### config.mk
export PLATFORM = sky130hd
export DESIGN_NAME = spi_cmd_sched
export DESIGN_NICKNAME = d
export VERILOG_FILES = /design/src/rtl/spi_cmd_sched.sv
export SDC_FILE = /design/constraint.sdc
export NUM_CORES = 1
export LEC_CHECK = 0
export BUFFER_PORTS_ARGS = -buffer_cell sky130_fd_sc_hd__clkbuf_2
export CORE_ASPECT_RATIO = 1.4
export CORE_UTILIZATION = 40
export DETAILED_ROUTE_END_ITERATION = 7
export PLACE_DENSITY = 0.63
export SETUP_SLACK_MARGIN = 0.4
export SYNTH_ARGS = -nofsm -noshare
export SYNTH_HDL_FRONTEND = slang
export SYNTH_SLANG_ARGS = --single-unit
### constraint.sdc
create_clock -name clk -period 2.9 [get_ports clk]
set_input_delay 0.145 -clock clk [delete_from_list [all_inputs] [get_ports clk]]
set_output_delay 0.145 -clock clk [all_outputs]
set_load 0.05 [all_outputs]
### src/rtl/spi_cmd_sched.sv
// SPI command scheduler: decodes command words, triggers one of three measurement
// subsystems and returns its result, a status word or an error word for readback.
module spi_cmd_sched #(
    parameter logic [15:0] TIMEOUT_CYCLES = 16'd1000,
    parameter int unsigned MIN_WAIT       = 2
) (
    input  logic        clk,
    input  logic        rest,
    input  logic [31:0] cmd_in,
    input  logic        cmd_valid,
    output logic [31:0] sub_cmd,
    output logic [2:0]  sub_trig,
    input  logic [2:0]  sub_busy,
    input  logic [31:0] sub_value0,
    input  logic [31:0] sub_value1,
    input  logic [31:0] sub_value2,
    output logic [31:0] rsp_value,
    output logic        rsp_done,
    output logic        sched_busy
);

    localparam logic [15:0] MIN_WAIT_W = 16'(MIN_WAIT);

    typedef enum logic [1:0] {IDLE, ISSUE, WAIT, DONE} stateT;

    stateT       state, nextState;
    logic [1:0]  sel;
    logic [15:0] waitCnt;
    logic [7:0]  timeoutCnt, overrunCnt, badcmdCnt;

    logic [3:0]  opcode;
    logic        isStatus, isBad;
    logic [1:0]  routeSel;
    logic        selBusy;
    logic [31:0] selValue;
    logic        waitDone, waitTimeout;

    function automatic logic [7:0] satInc(input logic [7:0] v);
        return (v == 8'hFF) ? v : v + 8'd1;
    endfunction

    always_comb begin
        opcode   = cmd_in[31:28];
        isStatus = (opcode == 4'd0);
        isBad    = opcode[3];
        routeSel = 2'd0;
        if (opcode >= 4'd6)
            routeSel = 2'd2;
        else if (opcode >= 4'd4)
            routeSel = 2'd1;

        selBusy  = sub_busy[2];
        selValue = sub_value2;
        case (sel)
            2'd0: begin selBusy = sub_busy[0]; selValue = sub_value0; end
            2'd1: begin selBusy = sub_busy[1]; selValue = sub_value1; end
            default: ;
        endcase

        // completion is checked first wherever both could fire, so it wins
        waitDone    = (waitCnt >= MIN_WAIT_W) && !selBusy;
        waitTimeout = (waitCnt >= TIMEOUT_CYCLES) && selBusy;
    end

    always_ff @(posedge clk) begin
        if (rest)
            state <= IDLE;
        else
            state <= nextState;
    end

    always_comb begin
        nextState  = state;
        sub_trig   = 3'b000;
        rsp_done   = 1'b0;
        sched_busy = (state != IDLE);
        case (state)
            IDLE: begin
                if (cmd_valid)
                    nextState = (isStatus || isBad) ? DONE : ISSUE;
            end
            ISSUE: begin
                nextState = WAIT;
                case (sel)
                    2'd0:    sub_trig = 3'b001;
                    2'd1:    sub_trig = 3'b010;
                    default: sub_trig = 3'b100;
                endcase
            end
            WAIT: begin
                if (waitDone || waitTimeout)
                    nextState = DONE;
            end
            DONE: begin
                rsp_done  = 1'b1;
                nextState = IDLE;
            end
            default: nextState = IDLE;
        endcase
    end

    always_ff @(posedge clk) begin
        if (rest) begin
            sub_cmd    <= '0;
            rsp_value  <= '0;
            sel        <= '0;
            waitCnt    <= '0;
            timeoutCnt <= '0;
            overrunCnt <= '0;
            badcmdCnt  <= '0;
        end else begin
            case (state)
                IDLE: begin
                    if (cmd_valid) begin
                        if (isStatus) begin
                            rsp_value <= {8'h00, timeoutCnt, overrunCnt, badcmdCnt};
                            if (cmd_in[0]) begin
                                timeoutCnt <= '0;
                                overrunCnt <= '0;
                                badcmdCnt  <= '0;
                            end
                        end else if (isBad) begin
                            rsp_value <= {16'hBADC, 12'h000, opcode};
                            badcmdCnt <= satInc(badcmdCnt);
                        end else begin
                            sub_cmd <= cmd_in;
                            sel     <= routeSel;
                        end
                    end
                end
                ISSUE: waitCnt <= 16'd1;
                WAIT: begin
                    if (waitDone) begin
                        rsp_value <= selValue;
                    end else if (waitTimeout) begin
                        rsp_value  <= {16'hDEAD, 14'h0000, sel};
                        timeoutCnt <= satInc(timeoutCnt);
                    end else begin
                        waitCnt <= waitCnt + 16'd1;
                    end
                end
                default: ;
            endcase

            if (cmd_valid && state != IDLE)
                overrunCnt <= satInc(overrunCnt);
        end
    end

endmodule

==> results of run 1 <==
synth_stat cells (3+ instances only):
cell type  instances  share of area, %
nor2b_1           16               1.7
o21ai_0           27               2.3
nand2_1          126               8.0
nand4_1           22               2.3
nand3_1           15               1.3
o31ai_1            5              0.64
nor3_1             5              0.42
nor4_1             7              0.74
a211o_1            3              0.45
dfxtp_1          107                36
a31oi_1            6              0.64
a221oi_1           5              0.74
and3_1             6              0.64
mux2_2            28               5.3
buf_2             12               1.0
a31o_2             4              0.59
or4_1              4              0.51
clkbuf_1          32               2.0
inv_1             20               1.3
o211ai_1           6              0.76
xnor2_1           13               1.9
buf_6              3              0.57
a41oi_1            4              0.59
a211oi_1           7              0.89
nor2_1            37               2.4
mux2_1             3              0.57
a311oi_1           6              0.89
mux2i_1           42               7.1
and2_1             7              0.74
o211a_1            4              0.68
a2111oi_0          6              0.89
nand2b_1           5              0.53
a21oi_1           66               5.6
buf_1              3              0.19
ha_1               9               1.9
report_power, final:
group | internal (mW) | leakage, nW | switching, mW | total, mW
combinational | 0.558 | 2.01 | 1.29 | 1.85
clock | 0.597 | 0.131 | 0.585 | 1.18
sequential | 1.62 | 0.868 | 0.106 | 1.73
total | 2.78 | 3.01 | 1.98 | 4.76
logic make-up after synthesis:
group	synth area share, %
compound gates	19.8
xor+xnor	1.93
fa+ha+maj	1.91
buf+inv	5.28
flops	36.3
mux	13.3
other cells	0.0636
simple gates	21.4
worst reg2reg max path: stages, from the launching register on:
cell and delay [ps]:
dfxtp_1 420, inv_1 70, ha_1 190, nor4_1 280
nand4_1 390, buf_4 330, a41oi_1 270, o211ai_1 130
o211a_1 150
final timing paths:
kind	start	end	slack [ps]
min reg2reg	sub_cmd[9]	sub_cmd[9]	450
min	cmd_in[2]	sub_cmd[2]	8
max	waitCnt[0]	rsp_value[20]	570
max reg2reg	waitCnt[0]	rsp_value[20]	570
registers in the layout, indices dropped and copies added (netlist names):
signal / cells
rsp_value: 32
state: 2
badcmdCnt: 8
waitCnt: 16
timeoutCnt: 8
overrunCnt: 8
sel: 2
sub_cmd: 31
timing repair:
item                                    in CTS  in global routing
hold buffers                                 4                  0
endpoints found under the setup margin       0                 24
resized for setup                            0                  4
setup buffers                                0                  0
endpoints found under the hold margin        4                  0
layer usage:
layer | part of all wire, % | GRT usage, %
met1 | 42 | 27.4
met2 | 51 | 40.2
met3 | 5.6 | 3.85
met4 | 1.5 | 6.48
met5 | 0 | 0
metrics by stage:
step / util [%] / setup WS (ps)
after floorplan: - / 833
after global placement: 48.9 / 516
after detailed placement: 48.9 / 470
after CTS: 51.1 / 451
after global routing: 51.2 / 365
final: 51.2 / 571
final cells by class:
type / instances / area (um^2) / share of cell area (%)
inverter: 21 / 78.8 / 1.07
multi-input combinational: 534 / 3460 / 46.8
sequential: 107 / 2140 / 29.0
timing repair buffer: 224 / 1190 / 16.1
tap: 189 / 236 / 3.20
clock inverter: 7 / 60.1 / 0.812
clock buffer: 9 / 225 / 3.04
==> out/results.txt, run 1 <==
run status: completed
Hold Fails Final Rpt: 0
CTS Buf Count: 9
Num Clock Sinks: 107
Worst Tran Pin Value: 604 ps
Power Dens Cells: 643 nW/um^2
vias per cell: 5.42
antenna viol nets, final: 0
final non-filler cell total: 1,091
Worst EP required: 3150 ps
Area Overhead vs Synth: 25.4%
chip width: 105 um
Pwr Total: 4.76 mW
number of flops mapped to enable cells by yosys: 0
die height: 146 um
min-delay worst type: primary input to register
top_reg_cell synth: dfxtp_1
post-DR wirelength/cell: 15.7 um
H-tree depth: 3
sequential fraction of the synthesis area: 36.3%
IO buf count: 201
Slowest cell on crit path: dfxtp_1
share of cells above drive strength 1: 31.9%
clock-pin transition on the worst setup and hold timing paths: 80 ps
commonest non-fill, non-tap cell in the layout: clkbuf_2
CP Max Fanout: 14
Final setup viols: 0
Nets: 1,040
final setup TNS: 0 ps
row cnt: 52
post-detail-place hpwl: 12.6 mm
Clk Latency, worst-skew pair: 350 ps
Mapped Area: 5900 um^2
CTS tree: yes
total gr overflow: 0
Core ar.: 14,400 um^2
Cells on Worst Hold Path: 3
initial drt markers: 268
maximum VDD drop: 300 uV
Syn Area/Cell: 8.27 um^2
Routed WL: 17.1 mm
Synth Register Bits: 107
drt first pass iters: 5
initial antenna violation count: 0
Diodes inserted: 0
total stage count of the critical path: 8
Final Slew Violations: 0
CP max stage delay: 420 ps
Hold Worst Slack: 8.02 ps
CP Launch Type: register
die area: 15,200 um^2
RSZ-0062 raised after global routing: yes
global-route wire length before repair: 27.7 mm
Largest delay share family, worst path: simple AND/OR/NAND/NOR gates
# DRC: 0
routed vias: 5,910
placed instance area: 7060 um^2
maxcap violations: 0
commonest non-fill, non-tap cells in the layout: 200 x clkbuf_2, 126 x nand2_1, 105 x dfxtp_1
fmax: 429 MHz
Initial Util: 40.8%
Clock Skews: 9.24 ps
Buf/Inv on CP: 2
Synth Warn #: 0
FILL cells: 1,482
Clock Path Buffers: 2
placed cells: 1,071
largest net degree at the start of global routing: 45
Total GRT Usage: 22.5%
fin crit share: 80.3%
cell count after synthesis: 713
Root Buffer: clkbuf_16
relative slew slack: 59.5%
vias in the first global route: 5,547
CP Cell Sequence: inv_1 -> ha_1 -> nor4_1 -> nand4_1 -> buf_4 -> a41oi_1 -> o211ai_1 -> o211a_1
post-synthesis net count: 856
I/O Pins: 203
final std cell area, no fill: 7400 um^2
P_leak: 3.01 nW
Reg2Reg Depth: 8
Crit. End Element: register
Final Critical Period: 2330 ps
ys async rst share: 0%
critical path class: register to register
crit path DAT: 2570 ps
Distinct cells, synth: 68
GP Congestion: 0.859
Power figures use the tool's default switching activity.
==> inputs of run 2 (changes only) <==
- clock period: 2.9 -> 2.4 ns (I/O delays scaled with it)
==> run 2 against run 1 <==
Hold slack improved by 40 ps. Die area did not move. Routed wire length is 2.6% higher. Non-clock buffer count up 39. Combinational power rose by 36%. Clock power up 23%. Via count grew 1.8%. Sequential share of layout area shrank 2.0 points. First-iteration DRC count is 1.1% lower. Clock-buffer cell count stayed put.
==> out/results.txt, run 2 (synthesis gave the netlist of run 1 again) <==
Reg power frac: 34.4% (-1.9 points)
FILL cells: 1,412 (-4.7%)
post-DR wirelength/cell: 15.5 um (-0.97%)
Core ar.: 14,400 um^2 (unchanged)
chip width: 105 um (unchanged)
Clk Latency, worst-skew pair: 360 ps (about the same)
commonest non-fill, non-tap cells in the layout: 200 x clkbuf_2, 125 x nand2_1, 98 x dfxtp_1
Largest regs: rsp_value x32, sub_cmd x31, waitCnt x16
Initial Util: 40.8% (unchanged)
critical path class: register to register
drt first pass iters: 4 (-1)
global-route wire length before repair: 27.7 mm (+0.15%)
Reg2Reg Depth: 6 (-2)
post-detail-place hpwl: 12.5 mm (-0.60%)
Crit. End Element: register
CP Launch Type: register
Final Slew Violations: 0 (unchanged)
Total GRT Usage: 22.5% (-0.030 points)
largest net degree at the start of global routing: 48 (+6.7%)
RR Startpoint: waitCnt[3]
CP Max Fanout: 7 (-7)
CP Cell Sequence: nor2_1 -> o311a_4 -> buf_4 -> nor2_2 -> o21ai_0 -> a221oi_1
CTS Buf Count: 9 (unchanged)
Gate power share: 41.6% (+2.8 points)
Internal Power: 3.55 mW (+28%)
Routed WL: 17.5 mm (+2.6%)
I/O Pins: 203 (unchanged)
die area: 15,200 um^2 (unchanged)
run status: completed
vias in the first global route: 5,537 (-0.18%)
Clock Skews: 8.93 ps (-0.305 ps)
Worst setup startpoint: waitCnt[3]
fin crit share: 83.5% (+3.2 points)
vias per cell: 5.32 (-1.7%)
Worst R2R End: rsp_value[26]
row cnt: 52 (unchanged)
share of cells above drive strength 1: 35.1% (+3.1 points)
Final setup viols: 0 (unchanged)
fmax: 499 MHz (+16%)
CP max stage delay: 470 ps (+50 ps)
routed vias: 6,016 (+1.8%)
clock network power share: 24.0% (-0.9 points)
Clock Path Buffers: 2 (unchanged)
Root Buffer: clkbuf_16
register area: 2150 um^2 (+0.41%)
Hold Worst Slack: 47.6 ps (+39.5 ps)
Worst R2R Setup Slack: 400 ps (-170 ps)
final setup TNS: 0 ps (unchanged)
Hold Fails Final Rpt: 0 (unchanged)
number of flip-flops in the largest register: 32 (unchanged)
maximum VDD drop: 530 uV (+77%)
maxcap violations: 0 (unchanged)
die height: 146 um (unchanged)
Worst Tran Pin Value: 592 ps (-11.9 ps)
placed cells: 1,076 (+0.47%)
final std cell area, no fill: 7970 um^2 (+7.7%)
clock-pin transition on the worst setup and hold timing paths: 80 ps (about the same)
min-delay worst type: primary input to register
final non-filler cell total: 1,130 (+3.6%)
initial drt markers: 265 (-1.1%)
P_leak: 3.24 nW (+7.4%)
switching share of power: 41.1% (-0.51 points)
Layout Utilization: 55.2% (+3.9 points)
Diodes inserted: 0 (unchanged)
CTS tree: yes
H-tree depth: 3 (unchanged)
relative slew slack: 60.5% (+0.97 points)
IO buf count: 201 (unchanged)
Nets: 1,079 (+3.8%)
Power Dens Cells: 757 nW/um^2 (+18%)
multi-input logic area: 3610 um^2 (+4.2%)
Critical Path Sink: rsp_value[26]
total gr overflow: 0 (unchanged)
crit path DAT: 2270 ps (-300 ps)
# DRC: 0 (unchanged)
Net Sw Power: 2.48 mW (+25%)
Biggest register: rsp_value
Area Overhead vs Synth: 35.1%
antenna viol nets, final: 0 (unchanged)
Worst EP required: 2660 ps (-490 ps)
Num Clock Sinks: 107 (unchanged)
commonest non-fill, non-tap cell in the layout: clkbuf_2
RSZ-0062 raised after global routing: yes
initial antenna violation count: 0 (unchanged)
placed instance area: 7160 um^2 (+1.4%)
Final Critical Period: 2000 ps (-325 ps)
Slowest cell on crit path: dfxtp_1
GP Congestion: 0.877 (+2.0%)
## run 2: cell types whose count changed in the layout (fill, tap and decap cells not counted), sizes merged
cell,before,now
buf,20,36
clkinv,2,5
dlygate4sd3,4,27
inv,23,20
## run 2: worst max-delay path, delay by kind of cell (launching register included)
| kind | cells | cell delay, ps |
|---|---|---|
| AO/OA/AOI/OAI | 3 | 950 |
| buffers and inverters | 1 | 140 |
| flip-flops | 1 | 470 |
| AND/OR/NAND/NOR | 2 | 350 |
## run 2: metal layers
metal	vias to the layer above	share of wire, %	GRT usage (%)
li1	3012	-	-
met1	2768	42	27.8
met2	199	49	38.7
met3	37	5.4	3.27
met4	0	3.1	9.37
met5	-	0	0
## run 2: worst min-delay path by stage
stage	slack, ps	end	cells past startpoint	from
after global placement	340	sub_cmd[20]	3	cmd_in[20]
after CTS	50	sub_cmd[28]	3	cmd_in[28]
after global routing	80	sub_cmd[0]	3	cmd_in[0]
final	50	sub_cmd[28]	3	cmd_in[28]
after detailed placement	350	sub_cmd[19]	3	cmd_in[19]
after floorplan	260	sub_cmd[0]	2	cmd_in[0]
## run 2: power by group through the flow
stage	registers, mW	clock network (mW)	logic (mW)
floorplan	2.63	0	1.11
global placement	2.11	0	2.26
detailed placement	2.11	0	2.26
CTS	2.07	1.47	2.34
global route	2.10	1.54	2.67
finish	2.08	1.45	2.51
## run 2: stage by stage
step / setup WS, ps / total power [mW]
3_5_place_dp: 235 / 4.38
5_1_grt: 306 / 6.31
3_3_place_gp: 287 / 4.36
2_1_floorplan: 403 / 3.74
4_1_cts: 354 / 5.88
6_report: 396 / 6.03
## run 2: final cells by class
type / count / share of cell area, %
Clock buffer: 9 / 2.83
Clock inverter: 7 / 0.769
Inverter: 21 / 1.08
Multi-Input combinational cell: 534 / 45.3
Sequential cell: 107 / 27.0
Tap cell: 189 / 2.97
Timing Repair Buffer: 263 / 20.1
## run 2: timing repair
| item | 4_1_cts | 5_1_grt |
|---|---|---|
| setup buffers | 2 | 9 |
| hold buffers | 27 | 0 |
| hold endpoints to repair | 27 | 0 |
| resized for setup | 10 | 31 |
| pin swaps | 1 | 9 |
| setup endpoints to repair | 46 | 44 |
